[src/rtl/qed_i_cache_if.sv]
// Bus between the QED controller/modification stage and the replay buffer.
// The master drives mode, stall and capture data; the slave returns replay data and occupancy.
interface qed_i_cache_if #(
    parameter int AW = 4
);
    logic          ena;
    logic          exec_dup;
    logic          stall_IF;
    logic          if_valid;
    logic [31:0]   qed_instruction;
    logic [31:0]   qic_qimux_instruction;
    logic          qic_valid;
    logic          qic_full;
    logic          qic_empty;
    logic [AW:0]   qic_count;

    modport master (
        output ena, exec_dup, stall_IF, if_valid, qed_instruction,
        input  qic_qimux_instruction, qic_valid, qic_full, qic_empty, qic_count
    );

    modport slave (
        input  ena, exec_dup, stall_IF, if_valid, qed_instruction,
        output qic_qimux_instruction, qic_valid, qic_full, qic_empty, qic_count
    );
endinterface

[src/rtl/qed_i_cache.sv]
// Circular replay buffer: captures duplicate instructions in original mode and
// replays them in program order, one per unstalled cycle, in duplicate mode.
module qed_i_cache #(
    parameter int          DEPTH = 16,
    parameter int          AW    = 4,
    parameter logic [31:0] NOP   = 32'h00000013
) (
    input  logic          clk,
    input  logic          rst_n,
    qed_i_cache_if.slave  bus
);
    logic [31:0]   mem [DEPTH];
    logic [AW-1:0] wr_ptr_q, wr_ptr_d;
    logic [AW-1:0] rd_ptr_q, rd_ptr_d;
    logic [AW:0]   count_q,  count_d;
    logic [31:0]   out_q,    out_d;
    logic          valid_q,  valid_d;
    logic          full, empty, wr_en, rd_en;

    // Occupancy comes from the count alone, so pointer equality never matters.
    assign full  = (count_q == (AW+1)'(DEPTH));
    assign empty = (count_q == '0);

    assign wr_en = bus.ena && !bus.stall_IF && !bus.exec_dup && bus.if_valid && !full;
    assign rd_en = bus.ena && !bus.stall_IF &&  bus.exec_dup && !empty;

    always_comb begin
        wr_ptr_d = wr_ptr_q;
        rd_ptr_d = rd_ptr_q;
        count_d  = count_q;
        out_d    = out_q;
        valid_d  = valid_q;
        if (!bus.ena) begin
            out_d   = NOP;
            valid_d = 1'b0;
        end else if (!bus.stall_IF) begin
            out_d   = NOP;
            valid_d = 1'b0;
            if (wr_en) begin
                wr_ptr_d = wr_ptr_q + AW'(1);
                count_d  = count_q + (AW+1)'(1);
            end else if (rd_en) begin
                out_d    = mem[rd_ptr_q];
                valid_d  = 1'b1;
                rd_ptr_d = rd_ptr_q + AW'(1);
                count_d  = count_q - (AW+1)'(1);
            end
        end
    end

    always_ff @(posedge clk or negedge rst_n) begin
        if (!rst_n) begin
            wr_ptr_q <= '0;
            rd_ptr_q <= '0;
            count_q  <= '0;
            out_q    <= NOP;
            valid_q  <= 1'b0;
        end else begin
            wr_ptr_q <= wr_ptr_d;
            rd_ptr_q <= rd_ptr_d;
            count_q  <= count_d;
            out_q    <= out_d;
            valid_q  <= valid_d;
        end
    end

    // Storage needs no reset; entries are only read after being written.
    always_ff @(posedge clk) begin
        if (wr_en) mem[wr_ptr_q] <= bus.qed_instruction;
    end

    assign bus.qic_qimux_instruction = out_q;
    assign bus.qic_valid             = valid_q;
    assign bus.qic_full              = full;
    assign bus.qic_empty             = empty;
    assign bus.qic_count             = count_q;
endmodule

[src/flat_wrapper.sv]
// flat-port wrapper written by rule: the top's interface ports become plain ports
module qed_i_cache_flat 
#(
    parameter int          DEPTH = 16,
    parameter int          AW    = 4,
    parameter logic [31:0] NOP   = 32'h00000013
)
  (clk, rst_n, bus_ena, bus_exec_dup, bus_stall_IF, bus_if_valid, bus_qed_instruction, bus_qic_qimux_instruction, bus_qic_valid, bus_qic_full, bus_qic_empty, bus_qic_count);
  qed_i_cache_if #(.AW(AW)) bus_i ();
  input  logic clk;
  input  logic rst_n;
  input wire logic [$bits(bus_i.ena)-1:0] bus_ena;
  input wire logic [$bits(bus_i.exec_dup)-1:0] bus_exec_dup;
  input wire logic [$bits(bus_i.stall_IF)-1:0] bus_stall_IF;
  input wire logic [$bits(bus_i.if_valid)-1:0] bus_if_valid;
  input wire logic [$bits(bus_i.qed_instruction)-1:0] bus_qed_instruction;
  output wire logic [$bits(bus_i.qic_qimux_instruction)-1:0] bus_qic_qimux_instruction;
  output wire logic [$bits(bus_i.qic_valid)-1:0] bus_qic_valid;
  output wire logic [$bits(bus_i.qic_full)-1:0] bus_qic_full;
  output wire logic [$bits(bus_i.qic_empty)-1:0] bus_qic_empty;
  output wire logic [$bits(bus_i.qic_count)-1:0] bus_qic_count;
  assign bus_i.ena = bus_ena;
  assign bus_i.exec_dup = bus_exec_dup;
  assign bus_i.stall_IF = bus_stall_IF;
  assign bus_i.if_valid = bus_if_valid;
  assign bus_i.qed_instruction = bus_qed_instruction;
  assign bus_qic_qimux_instruction = bus_i.qic_qimux_instruction;
  assign bus_qic_valid = bus_i.qic_valid;
  assign bus_qic_full = bus_i.qic_full;
  assign bus_qic_empty = bus_i.qic_empty;
  assign bus_qic_count = bus_i.qic_count;
  qed_i_cache #(.DEPTH(DEPTH), .AW(AW), .NOP(NOP)) u_core (.clk(clk), .rst_n(rst_n), .bus(bus_i));
endmodule
[config.mk]
export PLATFORM = sky130hd
export DESIGN_NAME = qed_i_cache_flat
export DESIGN_NICKNAME = d
export VERILOG_FILES = /design/src/rtl/qed_i_cache_if.sv /design/src/rtl/qed_i_cache.sv /design/src/flat_wrapper.sv
export SDC_FILE = /design/constraint.sdc
export NUM_CORES = 1
export LEC_CHECK = 0
export CAP_MARGIN = 30
export CORE_MARGIN = 4
export CORE_UTILIZATION = 53
export CTS_CLUSTER_SIZE = 16
export DETAILED_ROUTE_END_ITERATION = 16
export DONT_BUFFER_PORTS = 1
export PLACE_DENSITY = 0.68
export SLEW_MARGIN = 15
export SYNTH_ARGS = -nofsm -noshare
export SYNTH_HDL_FRONTEND = slang
export SYNTH_SLANG_ARGS = --single-unit
[constraint.sdc]
create_clock -name clk -period 4.36 [get_ports clk]
set_input_delay 0.218 -clock clk [delete_from_list [all_inputs] [get_ports clk]]
set_output_delay 0.218 -clock clk [all_outputs]
set_load 0.005 [all_outputs]
Word level (Yosys, flattened, before mapping). Memory sizes are Yosys's and may differ from the RTL's. Index checks and enable logic that the tools add are counted.

Word-level logic and storage cells: 41. Output and inout bits: 40. Register bits: 46. Memory bits (writable): 512. Memories: 1. Input port bits: 38.

Reductions and logical operators: 15. Equal/unequal tests: 2. Multiplexer cells: 12. Add/subtract/negate cells: 4. Bitwise logic cells: 2.

Memory list: u_core.mem (words 16, bits a word 32, read ports 1, clocked after memory_dff 0, wr ports 1, RTL line qed_i_cache.sv:12) `logic [31:0] mem [DEPTH];`.

Operators by type and width (count): 2-to-1 mux 32 bit (4); 2-to-1 mux 5 bit (2); adder 4 x 1 -> 4 bit (second input constant) (2); logical AND 1 bit (6); 2-to-1 mux 1 bit (6); AND reduction 3 bit (2); adder 5 x 1 -> 5 bit (second input constant) (1); == test 5 bit (second input constant) (1); logical NOT 5 bit (1); subtractor 5 x 1 -> 5 bit (second input constant) (1); logical NOT 1 bit (4); AND reduction 4 bit (1); inequality test 2 bit (second input constant) (1); inverter 1 bit (2); nonzero test 2 bit (1).

Depth between registers and ports, before layout. Gate-level depths: netlist of the first run.

Depth after elaboration: 8. Depth in mapped cells: 9. Mapped depth without buffers: 8.

Least setup slack after synthesis of the first run. No wires, ideal clock.

Path type: register to register. Start point: reg u_core.count_q[0], in the netlist u_core.bus.qic_count[0]. End point: mem u_core.mem[3][0] (enable). Setup slack: 508 ps. Cell stages (with the launch flop): 6. Path buffers: 1. Required time: 3899 ps. Arrival: 3391 ps. Library setup time: 461 ps. Clock period less this slack: 3852 ps. Path through: dfrtp_1 nor4_1 a21oi_1 buf_2 nand2_1 nor3_1.

Cells in the longest elaborated chain, start to end: 5.

RTL lines: from (decl) (RTL line qed_i_cache.sv:15) `logic [AW:0] count_q, count_d;`; from (signal assigned) (RTL line qed_i_cache.sv:61) `count_q <= count_d;`; == test 5 bit (RTL line qed_i_cache.sv:21) `assign full = (count_q == (AW+1)'(DEPTH));`; logical NOT 1 bit (RTL line qed_i_cache.sv:24) `assign wr_en = bus.ena && !bus.stall_IF && !bus.exec_dup && bus.if_valid && !full;`; logical AND 1 bit (RTL line qed_i_cache.sv:24); 2-to-1 mux 1 bit (RTL line qed_i_cache.sv:69) `if (wr_en) mem[wr_ptr_q] <= bus.qed_instruction;`; 2-to-1 mux 1 bit (implied by the code) (RTL line qed_i_cache.sv:69); to (decl) (RTL line qed_i_cache.sv:12).

Every way passes these cells.

Worst setup path in the final report of the first run.
Start point: reg u_core.rd_ptr_q[1]. End point: reg u_core.out_q[10], in the netlist u_core.bus.qic_qimux_instruction[10].

Cells in the longest elaborated chain, start to end: 5.

RTL lines: from (decl) (RTL line qed_i_cache.sv:14) `logic [AW-1:0] rd_ptr_q, rd_ptr_d;`; from (signal assigned) (RTL line qed_i_cache.sv:60) `rd_ptr_q <= rd_ptr_d;`; memory (16 x 32 bit); 2-to-1 mux 32 bit (RTL line qed_i_cache.sv:42) `end else if (rd_en) begin`; 2-to-1 mux 32 bit (RTL line qed_i_cache.sv:39) `if (wr_en) begin`; 2-to-1 mux 32 bit (RTL line qed_i_cache.sv:36) `end else if (!bus.stall_IF) begin`; 2-to-1 mux 32 bit (RTL line qed_i_cache.sv:33) `if (!bus.ena) begin`; to (signal assigned) (RTL line qed_i_cache.sv:62) `out_q <= out_d;`; to (decl) (RTL line qed_i_cache.sv:16) `logic [31:0] out_q, out_d;`.

Every way passes these cells. The select of a mux whose other input is x is not followed. A chain may end at the register's enable or synchronous reset.

==> results by group, run 1 <==
Clocking
  • Cts bufs inserted: 54
  • Sink Count: 558
  • Root buf cell: clkbuf_16
  • Clock tree buffer depth: 3
  • Worst-Skew Late Latency: 0.59 ns
  • Reg clk slew, reported paths: 0.06 ns
  • H-tree level count: 2
  • CTS tree: yes
  • Total setup buffers inserted after CTS: 0

Synthesis
  • Cell count after synthesis: 1,174
  • Synthesized area per cell: between 15 and 20 sq um
  • EDFF count, synth: 512
  • Syn Std Cell Area: about 21,000 sq um
  • Yosys cell types: 43
  • Yosys warning count: 0
  • Synth Net Count: around 1,200
  • Ys async rst share: 8.244%
  • Ys flop type: edfxtp_1
  • Seq cells post-synth: ~560
  • Seq/Total Area, Yosys: between 70 and 80%

Global route
  • Overall Global Routing Usage: 20.99%
  • Met3 usage: under 10%
  • GRT busiest layer: met2
  • M2 GR Usage: 34.21%
  • Vias in the first global route: 11,020
  • Grt ovf: 0
  • Met1 track utilization from global routing: 29.77%
  • Pin count of the biggest net entering global routing: 73
  • Initial antenna violation count: 1
  • First-pass GRT wire length: 69.55 mm

Setup path
  • Arr. time, crit path: 3.14 ns
  • Max stage delay on crit path: ~0.83 ns
  • CP endpoint kind: register
  • Critical path's top delay family: flip-flops
  • CP max stage cell: dfrtp_4
  • Required @ worst endpoint: ~4.8 ns
  • WP buf/inv: 2
  • Crit-path max FO: 48
  • CP dominant cell by count: buf_12
  • Crit start category: register
  • Crit Path Class: reg -> reg
  • Cell Chain, Critical Path: buf_12 > buf_12 > mux2i_1 > o22ai_1 > nor4_1 > o21ai_0

Floorplanning
  • Starting Density: between 50 and 60%
  • Rows: 73
  • Total core area: 39,730 sq um
  • Boundary pin count: 78
  • Die Area: 43,530 sq um
  • Die height: 208.6 microns
  • Chip Width: about 210 microns

Pwr
  • Design Power: 0.01408 W
  • Static Leak: roughly 8.1 nW
  • Max VDD drop: 0.3317 mV
  • Pwr dens: 578.9 nW/um^2

STA
  • Worst slew margin: 34.73%
  • Final Skew: between 0.015 and 0.02 ns
  • Setup violations, final: 0
  • Setup WS post-layout: 1.672 ns
  • Setup TNS: 0 ns
  • Fmax: 372.0 MHz
  • Max Slew Vio Count: 0
  • Final hold viol count: 0
  • Part of the cycle the worst path needs: approximately 60%
  • Worst slew pin tran: 0.9791 ns
  • Tmin final: 2.688 ns
  • RSZ-0062 raised after global routing: no
  • Final hold slack: 0.05776 ns

Route
  • Wire per inst: 25.52 microns
  • DRC Markers: 0
  • DR pass1 iterations: 5
  • Detailed-route vias per instance: 6.003
  • Initial DRC Count: 901
  • Post-route ant nets: 0
  • Final WL: 46.09 mm
  • Vias: 10,840

Finish
  • Commonest non-fill, non-tap cells in the layout: 512 x edfxtp_1, 231 x mux2i_1, 118 x o22ai_1
  • Share of post-route cells with drive strength above 1: 12.42%
  • Most common cell after layout, fill and taps aside: edfxtp_1
  • Final core utilization: 61.22%
  • Final net count: 1,282
  • Area Overhead vs Synth: 14.00%

Placed design
  • Pre-CTS WS: 1.657 ns
  • DPL Wire Length: 25.97 mm
  • PortBufs: 0
  • GP Congestion: 0.7560

Outcome
  • Status: completed

Worst hold path
  • Worst Hold Class: in -> reg

Flow run
  • Total of max-cap violations: 0
-- synthesized netlist by cell type (2+ instances only) --
library cell	instances	area [sq um]
nand3b_1	2	15.01
a31oi_1	3	18.77
o21ai_0	21	105.1
edfxtp_1	512	15370
mux2i_1	231	2312
nand4_1	2	12.51
a311oi_1	3	26.28
o22ai_1	118	738.2
and2_1	2	12.51
buf_2	29	145.1
buf_6	3	33.78
buf_1	2	7.510
nor4_1	29	181.4
mux4_2	11	247.7
o21ai_1	10	50.05
nand3_1	4	20.02
ha_1	8	100.1
nand2b_1	3	18.77
nand2_1	45	168.9
clkbuf_1	19	71.32
nor3_1	4	20.02
buf_4	11	82.58
nor2_1	17	63.81
a21o_1	2	15.01
dfrtp_1	43	1076
dfstp_2	3	78.83
mux2_2	7	78.83
xnor2_1	9	78.83
inv_1	4	15.01
or3b_1	2	17.52
a21oi_1	3	15.01
-- kinds of logic after synthesis --
group / after synthesis / share of synthesized area, %
DFF: 558 / 77.47
muxes: 249 / 12.37
AOI/OAI and AO/OA: 163 / 4.721
and+or+nand+nor: 117 / 2.797
buffers and inverters: 68 / 1.665
xor gates and xnor gates: 10 / 0.4105
adders and majority gates: 9 / 0.5630
-- sequential cells by signal, summed over array words and instances, names as in the netlist --
register / cells
u_core.rd_ptr_q: 4
u_core.bus.qic_valid: 1
u_core.mem: 512
u_core.bus.qic_count: 5
u_core.bus.qic_qimux_instruction: 32
u_core.wr_ptr_q: 4
-- metal layers --
metal  part of all wire (%)  wire length (microns)
met2                     49                  22600
met3                    5.4                   2509
met5                      0                      0
met4                    2.3                   1065
met1                     43                  19910
-- stage by stage --
step	instance area, sq um	instances
floorplan	21340	1174
global placement	22060	1665
detailed placement	22110	1667
CTS	24320	1805
global route	24320	1805
finish	24320	1806
-- area by class of cell --
class                   count  area, sq um
inverters                   4        15.01
multi-input cells         548         4576
flip-flops and latches    558        16530
repair buffers             69        718.2
clock inverters            24        301.5
diodes                      1        2.502
fillers                  2863        15410
clock buffers              77         1519
well taps                 525        656.9
-- tightest hold or removal path, cell delays in order --
cell and delay, ns:
nor2b_1 0.06, o211a_4 0.20, nand2_1 0.08, nand2_1 0.04
-- what timing repair did --
| item | CTS | global route |
|---|---|---|
| hold endpoints to repair | 565 | 0 |
| hold buffers | 37 | 0 |
| resized for setup | 0 | 0 |
-- final timing paths --
| path | startpoint | end | slack [ns] | depth (start not counted) |
|---|---|---|---|---|
| min reg2reg | u_core.bus.qic_qimux_instruction[14] | u_core.bus.qic_qimux_instruction[14] | 0.50 | 2 |
| max reg2reg | u_core.rd_ptr_q[1] | u_core.bus.qic_qimux_instruction[10] | 1.67 | 6 |
| max in group asynchronous | rst_n | u_core.bus.qic_qimux_instruction[0] | 3.90 | 2 |
| max | u_core.rd_ptr_q[1] | u_core.bus.qic_qimux_instruction[10] | 1.67 | 6 |
| min in group asynchronous | rst_n | u_core.bus.qic_valid | 0.14 | 2 |
| min | bus_stall_IF | u_core.rd_ptr_q[1] | 0.06 | 4 |
-- where the power goes --
group          leakage [nW]  internal (W)  total [W]  switching, W
sequential             5.20       0.00602    0.00633      0.000307
clock                 0.887       0.00284    0.00475       0.00192
combinational          2.04       0.00129    0.00300       0.00171
Note: power is estimated with default switching activity, not from simulation.
==> run 2, diff against run 1 <==
--- a/config.mk
+++ b/config.mk
@@ -11,7 +11,7 @@
 export CTS_CLUSTER_SIZE = 16
 export DETAILED_ROUTE_END_ITERATION = 16
 export DONT_BUFFER_PORTS = 1
-export PLACE_DENSITY = 0.68
+export PLACE_DENSITY = 0.71
 export SLEW_MARGIN = 15
 export SYNTH_ARGS = -nofsm -noshare
 export SYNTH_HDL_FRONTEND = slang
==> constraint.sdc (replaced) <==
create_clock -name clk -period 2.4 [get_ports clk]
set_input_delay 0.12 -clock clk [delete_from_list [all_inputs] [get_ports clk]]
set_output_delay 0.12 -clock clk [all_outputs]
set_load 0.005 [all_outputs]
==> results by group, run 2 (synthesis gave the netlist of run 1 again) <==
Outcome
  • Status: completed

Floorplanning
  • Total core area: 39,730 sq um (unchanged)
  • Die Area: 43,530 sq um (unchanged)
  • Starting Density: 53.70% (unchanged)
  • Rows: 73 (unchanged)
  • Chip Width: 208.6 microns (unchanged)
  • Die height: 208.6 microns (unchanged)
  • Boundary pin count: 78 (unchanged)

Clocking
  • Reg clk slew, reported paths: 0.06 ns (about the same)
  • Sink Count: 558 (unchanged)
  • H-tree level count: 2 (unchanged)
  • CTS tree: yes
  • Root buf cell: clkbuf_16
  • Worst-Skew Late Latency: 0.60 ns (about the same)
  • Cts bufs inserted: 54 (unchanged)
  • Clock tree buffer depth: 3 (unchanged)

Pwr
  • P_sw: 0.007556 W (+92%)
  • Max VDD drop: 0.7324 mV (+120%)
  • Comb pwr share: 25.5% (+4.2 points)
  • Pint: 0.01883 W (+86%)
  • Clock power share: 31.8% (-1.9 points)
  • Switching share of power: 28.63% (+0.71 points)
  • Seq pwr share: 42.6% (-2.4 points)
  • Static Leak: 8.463 nW (+4.1%)
  • Pwr dens: 1054 nW/um^2 (+82%)

Global route
  • Grt ovf: 0 (unchanged)
  • First-pass GRT wire length: 73.08 mm (+5.1%)
  • Initial antenna violation count: 3 (+2)
  • Pin count of the biggest net entering global routing: 47 (-36%)
  • Vias in the first global route: 11,350 (+3.0%)
  • Overall Global Routing Usage: 22.33% (+1.3 points)

Route
  • Detailed-route vias per instance: 6.006 (about the same)
  • DR pass1 iterations: 7 (+2)
  • Wire per inst: 26.38 microns (+3.4%)
  • Vias: 11,190 (+3.2%)
  • Final WL: 49.16 mm (+6.7%)
  • DRC Markers: 0 (unchanged)
  • Initial DRC Count: 1,087 (+21%)
  • Post-route ant nets: 0 (unchanged)

Placed design
  • Pre-CTS WS: -0.07854 ns (-1.736 ns)
  • PortBufs: 0 (unchanged)
  • GP Congestion: 0.7685 (+1.7%)
  • DPL Wire Length: 27.79 mm (+7.0%)

Setup path
  • CP dominant cell by count: buf_4
  • Cell Chain, Critical Path: nor4_4 > a21oi_2 > buf_4 > nand2_1 > nor2_4 > buf_4
  • RR Startpoint: u_core.bus.qic_count[2]
  • CP max stage cell: nor2_4
  • Crit Path Class: reg -> reg
  • Worst r2r path cells: 6 (unchanged)
  • Required @ worst endpoint: 2.71 ns (-2.11 ns)
  • Arr. time, crit path: 2.69 ns (-0.45 ns)
  • Crit start category: register
  • Max stage delay on crit path: 0.73 ns (-0.10 ns)
  • Reg2reg end: u_core.mem[10][2]
  • R2r setup slk: 0.02 ns (-1.65 ns)
  • CP endpoint kind: register
  • Crit-path max FO: 20 (-58%)

Finish
  • Area Overhead vs Synth: 17.39%
  • Max reg flops: 512 (unchanged)
  • Most common cell after layout, fill and taps aside: edfxtp_1
  • Share of post-route cells with drive strength above 1: 16.40% (+4.0 points)
  • Commonest non-fill, non-tap cells in the layout: 512 x edfxtp_1, 231 x mux2i_1, 118 x o22ai_1
  • Final net count: 1,339 (+4.4%)
  • Biggest register: u_core.mem

Worst hold path
  • Hold EP: u_core.wr_ptr_q[3]
  • Hold path startpoint: bus_if_valid
  • Worst Hold Class: in -> reg
  • Worst hold stages: 5 (+1)

STA
  • Fmax: 420.5 MHz (+13%)
  • Part of the cycle the worst path needs: 99.09% (+37 points)
  • RSZ-0062 raised after global routing: yes
  • Setup WS post-layout: 0.02174 ns (-1.650 ns)
  • Tmin final: 2.378 ns (-0.3100 ns)
  • Final hold slack: 0.03485 ns (-0.02291 ns)
  • Final hold viol count: 0 (unchanged)
  • Max Slew Vio Count: 0 (unchanged)
  • Worst slew pin tran: 0.9959 ns (+0.01675 ns)
  • Final Skew: 0.01498 ns (-0.0001150 ns)
  • Setup violations, final: 0 (unchanged)
  • Worst slew margin: 33.54% (-1.2 points)

Flow run
  • Total of max-cap violations: 0 (unchanged)
[run 2: how the worst max path moves through the flow]
stage	startpoint	to	slack, ns	cells past startpoint
3_3_place_gp	u_core.bus.qic_count[0]	u_core.bus.qic_count[4]	-0.06	10
6_report	u_core.bus.qic_count[2]	u_core.mem[10][2]	0.02	6
2_1_floorplan	u_core.bus.qic_count[1]	u_core.mem[12][0]	-0.04	5
4_1_cts	u_core.bus.qic_count[1]	u_core.bus.qic_count[3]	0.006	10
3_5_place_dp	u_core.bus.qic_count[0]	u_core.mem[4][29]	-0.08	7
5_1_grt	u_core.bus.qic_count[2]	u_core.mem[10][2]	-0.06	6
[run 2: final cells by class]
class,count,area [sq um]
sequential,558,16530
fill,2796,14690
multi-input combinational,551,4657
clock buffer,83,1562
timing repair buffer,123,1405
tap,525,656.9
clock inverter,16,205.2
inverter,4,17.52
antenna,3,7.507
[run 2: per-layer routing]
layer / track usage (%) / up-vias / part of all wire, %
met5: 0 / - / 0
met4: 5.378 / 0 / 2.2
met3: 4.564 / 70 / 7.4
met2: 36.58 / 442 / 49
met1: 31.46 / 5705 / 41
li1: - / 4972 / -
[run 2: repair_timing]
| action | in CTS | in global routing |
|---|---|---|
| resized for setup | 2 | 6 |
| setup buffers | 0 | 1 |
| cloned | 0 | 3 |
| setup endpoints to repair | 43 | 53 |
| hold buffers | 37 | 0 |
| pin swaps | 2 | 6 |
| hold endpoints to repair | 591 | 0 |
[run 2: power groups by stage]
| stage | Sequential (W) | Clock [W] | Combinational [W] |
|---|---|---|---|
| after floorplan | 0.0113 | 0 | 0.00437 |
| after global placement | 0.0114 | 0 | 0.00640 |
| after detailed placement | 0.0114 | 0 | 0.00649 |
| after CTS | 0.0112 | 0.00851 | 0.00672 |
| after global routing | 0.0113 | 0.00899 | 0.00719 |
| final | 0.0112 | 0.00840 | 0.00674 |
[run 2: worst max-delay path, delay by kind of cell, from the launching register on]
family	cells	cell delay, ns
and+or+nand+nor	3	1.02
DFF	1	0.41
buffers and inverters	2	0.47
AOI/OAI and AO/OA	1	0.18
[run 2: per-stage QoR]
step	TNS (ns)	util (%)	power (W)	area (sq um)	std cells
finish	0	63.04	0.02639	25050	1863
detailed placement	-1.506	57.35	0.01791	22790	1719
global route	-0.8516	63.04	0.02745	25050	1863
global placement	-1.198	57.15	0.01782	22710	1716
floorplan	-5.734	-	0.01570	21420	1174
CTS	0	62.80	0.02646	24950	1855
==> run 3, diff against run 2 <==
--- a/config.mk
+++ b/config.mk
@@ -11,6 +11,7 @@
 export CTS_CLUSTER_SIZE = 16
 export DETAILED_ROUTE_END_ITERATION = 16
 export DONT_BUFFER_PORTS = 1
+export GPL_TIMING_DRIVEN = 0
 export PLACE_DENSITY = 0.71
 export SLEW_MARGIN = 15
 export SYNTH_ARGS = -nofsm -noshare
==> results by group, run 3 (synthesis gave the netlist of run 1 again) <==
Clocking
  • Root buf cell: clkbuf_16
  • Worst-Skew Late Latency: 0.58 ns (-0.02 ns)
  • Cts bufs inserted: 53 (-1.9%)
  • Clock tree buffer depth: 3 (unchanged)
  • CTS tree: yes
  • Reg clk slew, reported paths: 0.07 ns (about the same)
  • H-tree level count: 2 (unchanged)
  • Sink Count: 558 (unchanged)

Floorplanning
  • Total core area: 39,730 sq um (unchanged)
  • Chip Width: 208.6 microns (unchanged)
  • Boundary pin count: 78 (unchanged)
  • Starting Density: 53.70% (unchanged)
  • Rows: 73 (unchanged)
  • Die height: 208.6 microns (unchanged)
  • Die Area: 43,530 sq um (unchanged)

Finish
  • Most common cell after layout, fill and taps aside: edfxtp_1
  • Biggest register: u_core.mem
  • Final net count: 1,358 (+1.4%)
  • Share of post-route cells with drive strength above 1: 18.23% (+1.8 points)
  • Final Instance Area: 25,250 sq um (+0.83%)
  • Max reg flops: 512 (unchanged)
  • Fillers: 2,659 (-4.9%)
  • Commonest non-fill, non-tap cells in the layout: 512 x edfxtp_1, 231 x mux2i_1, 118 x o22ai_1
  • Area Overhead vs Synth: 18.36%
  • Final cell count without fillers: 1,882 (+1.0%)

Setup path
  • CP endpoint kind: register
  • CP max stage cell: dfrtp_1
  • Critical path's top delay family: simple AND/OR/NAND/NOR gates
  • Max stage delay on crit path: 0.43 ns (-0.30 ns)
  • Crit Path Class: reg -> reg
  • Cell Chain, Critical Path: buf_4 > nand3b_2 > clkbuf_2 > o22ai_1 > nor4_2 > o21ai_0
  • WP buf/inv: 2 (unchanged)
  • Required @ worst endpoint: 2.83 ns (+0.12 ns)
  • Arr. time, crit path: 2.75 ns (+0.06 ns)
  • Crit-path max FO: 10 (-50%)
  • Crit start category: register

Route
  • DR pass1 iterations: 5 (-2)
  • Detailed-route vias per instance: 6.069 (+1.1%)
  • DRC Markers: 0 (unchanged)
  • Initial DRC Count: 1,166 (+7.3%)
  • Vias: 11,420 (+2.1%)
  • Post-route ant nets: 0 (unchanged)
  • Final WL: 50.87 mm (+3.5%)
  • Wire per inst: 27.03 microns (+2.4%)

Global route
  • First-pass GRT wire length: 74.94 mm (+2.5%)
  • Grt ovf: 0 (unchanged)
  • Vias in the first global route: 11,580 (+2.0%)
  • Pin count of the biggest net entering global routing: 47 (unchanged)
  • Overall Global Routing Usage: 23.12% (+0.79 points)
  • Initial antenna violation count: 1 (-2)

Worst hold path
  • Worst Hold Class: in -> reg

Placed design
  • Placed Instance Area: 22,620 sq um (-0.74%)
  • DP Cell Count: 1,723 (+0.23%)
  • PortBufs: 0 (unchanged)
  • DPL Wire Length: 31.33 mm (+13%)
  • GP Congestion: 0.7741 (+0.73%)

STA
  • Tmin final: 2.313 ns (-0.06576 ns)
  • Max Slew Vio Count: 0 (unchanged)
  • Final Skew: 0.01636 ns (+0.001380 ns)
  • Worst slew pin tran: 0.7427 ns (-0.2531 ns)
  • Setup violations, final: 0 (unchanged)
  • Part of the cycle the worst path needs: 96.35% (-2.7 points)
  • Final hold viol count: 0 (unchanged)
  • Fmax: 432.4 MHz (+2.8%)
  • Worst slew margin: 50.48% (+17 points)

Outcome
  • Status: completed

Pwr
  • Max VDD drop: 0.6077 mV (-17%)
  • Pwr dens: 1050 nW/um^2 (-0.37%)
  • Static Leak: 8.543 nW (+0.94%)

Flow run
  • Total of max-cap violations: 0 (unchanged)
run 3: changes by cell type in the layout (fill, tap and decap cells not counted), moves of 4 or more:
| cell | before | now |
|---|---|---|
| clkbuf_1 | 20 | 12 |
| clkinv_2 | 5 | 13 |
| buf_16 | 5 | 9 |
| buf_8 | 0 | 11 |
| clkbuf_2 | 0 | 12 |
| buf_4 | 58 | 22 |
| nor4_1 | 28 | 23 |
| nor4_2 | 0 | 6 |
| buf_12 | 23 | 17 |
| buf_2 | 0 | 20 |
| clkbuf_4 | 0 | 7 |
| clkinvlp_4 | 1 | 6 |
run 3: cell type report:
| type | instances | area (sq um) | area share (%) |
|---|---|---|---|
| Sequential cell | 558 | 16530 | 65.47 |
| Multi-Input combinational cell | 548 | 4637 | 18.36 |
| Clock buffer | 66 | 1468 | 5.812 |
| Timing Repair Buffer | 84 | 1201 | 4.756 |
| Tap cell | 525 | 656.9 | 2.601 |
| Buffer | 62 | 370.4 | 1.467 |
| Clock inverter | 33 | 366.6 | 1.452 |
| Inverter | 4 | 15.01 | 0.05946 |
| Antenna cell | 2 | 5.005 | 0.01982 |
run 3: path summary, 6_finish.rpt:
kind                                      start                                    to  slack, ns  cells after the start
setup / recovery             u_core.rd_ptr_q[0]  u_core.bus.qic_qimux_instruction[17]       0.09                      6
hold / removal                     bus_exec_dup   u_core.bus.qic_qimux_instruction[0]       0.01                      3
setup reg to reg             u_core.rd_ptr_q[0]  u_core.bus.qic_qimux_instruction[17]       0.09                      6
hold reg to reg            u_core.bus.qic_valid                  u_core.bus.qic_valid       0.51                      2
max in group asynchronous                 rst_n  u_core.bus.qic_qimux_instruction[12]       2.01                      2
min in group asynchronous                 rst_n                  u_core.bus.qic_valid       0.07                      2
run 3: layer usage:
layer	wire length, microns	global-route usage [%]	vias to the layer above
met5	0	0	-
met4	979	5.896	0
met3	4019	3.993	70
met2	25840	39.59	517
li1	-	-	4980
met1	20030	31.35	5855
run 3: what timing repair did:
item,4_1_cts,5_1_grt
pin swaps,14,0
hold buffers,39,0
setup endpoints to repair,313,74
resized for setup,14,20
buffers inserted,19,2
cloned,0,0
endpoints found under the hold margin,569,0
run 3: power by group:
part / switching [W] / internal (W) / leakage, nW
combinational: 0.00394 / 0.00261 / 2.45
clock: 0.00357 / 0.00511 / 0.894
sequential: 0.000344 / 0.0109 / 5.20
run 3: through the flow:
step           setup WS (ns)  TNS [ns]  utilization (%)  power [W]  hold WS (ns)
4_1_cts             -0.09885   -0.1162            63.40    0.02650      0.008106
5_1_grt             -0.01471  -0.01471            63.55    0.02744       0.05575
2_1_floorplan       -0.03536    -5.734                -    0.01570       -0.1756
6_report             0.08750         0            63.56    0.02651       0.01374
3_3_place_gp          -1.192   -541.35            55.56    0.01746       -0.1737
3_5_place_dp         -0.3901    -39.57            56.93    0.01764       -0.1739
run 3: worst reg2reg max path, cell delays in order, from the launching register on:
cell and delay [ns]:
dfrtp_1 0.43, buf_4 0.22, nand3b_2 0.38, clkbuf_2 0.41
o22ai_1 0.16, nor4_2 0.41, o21ai_0 0.15
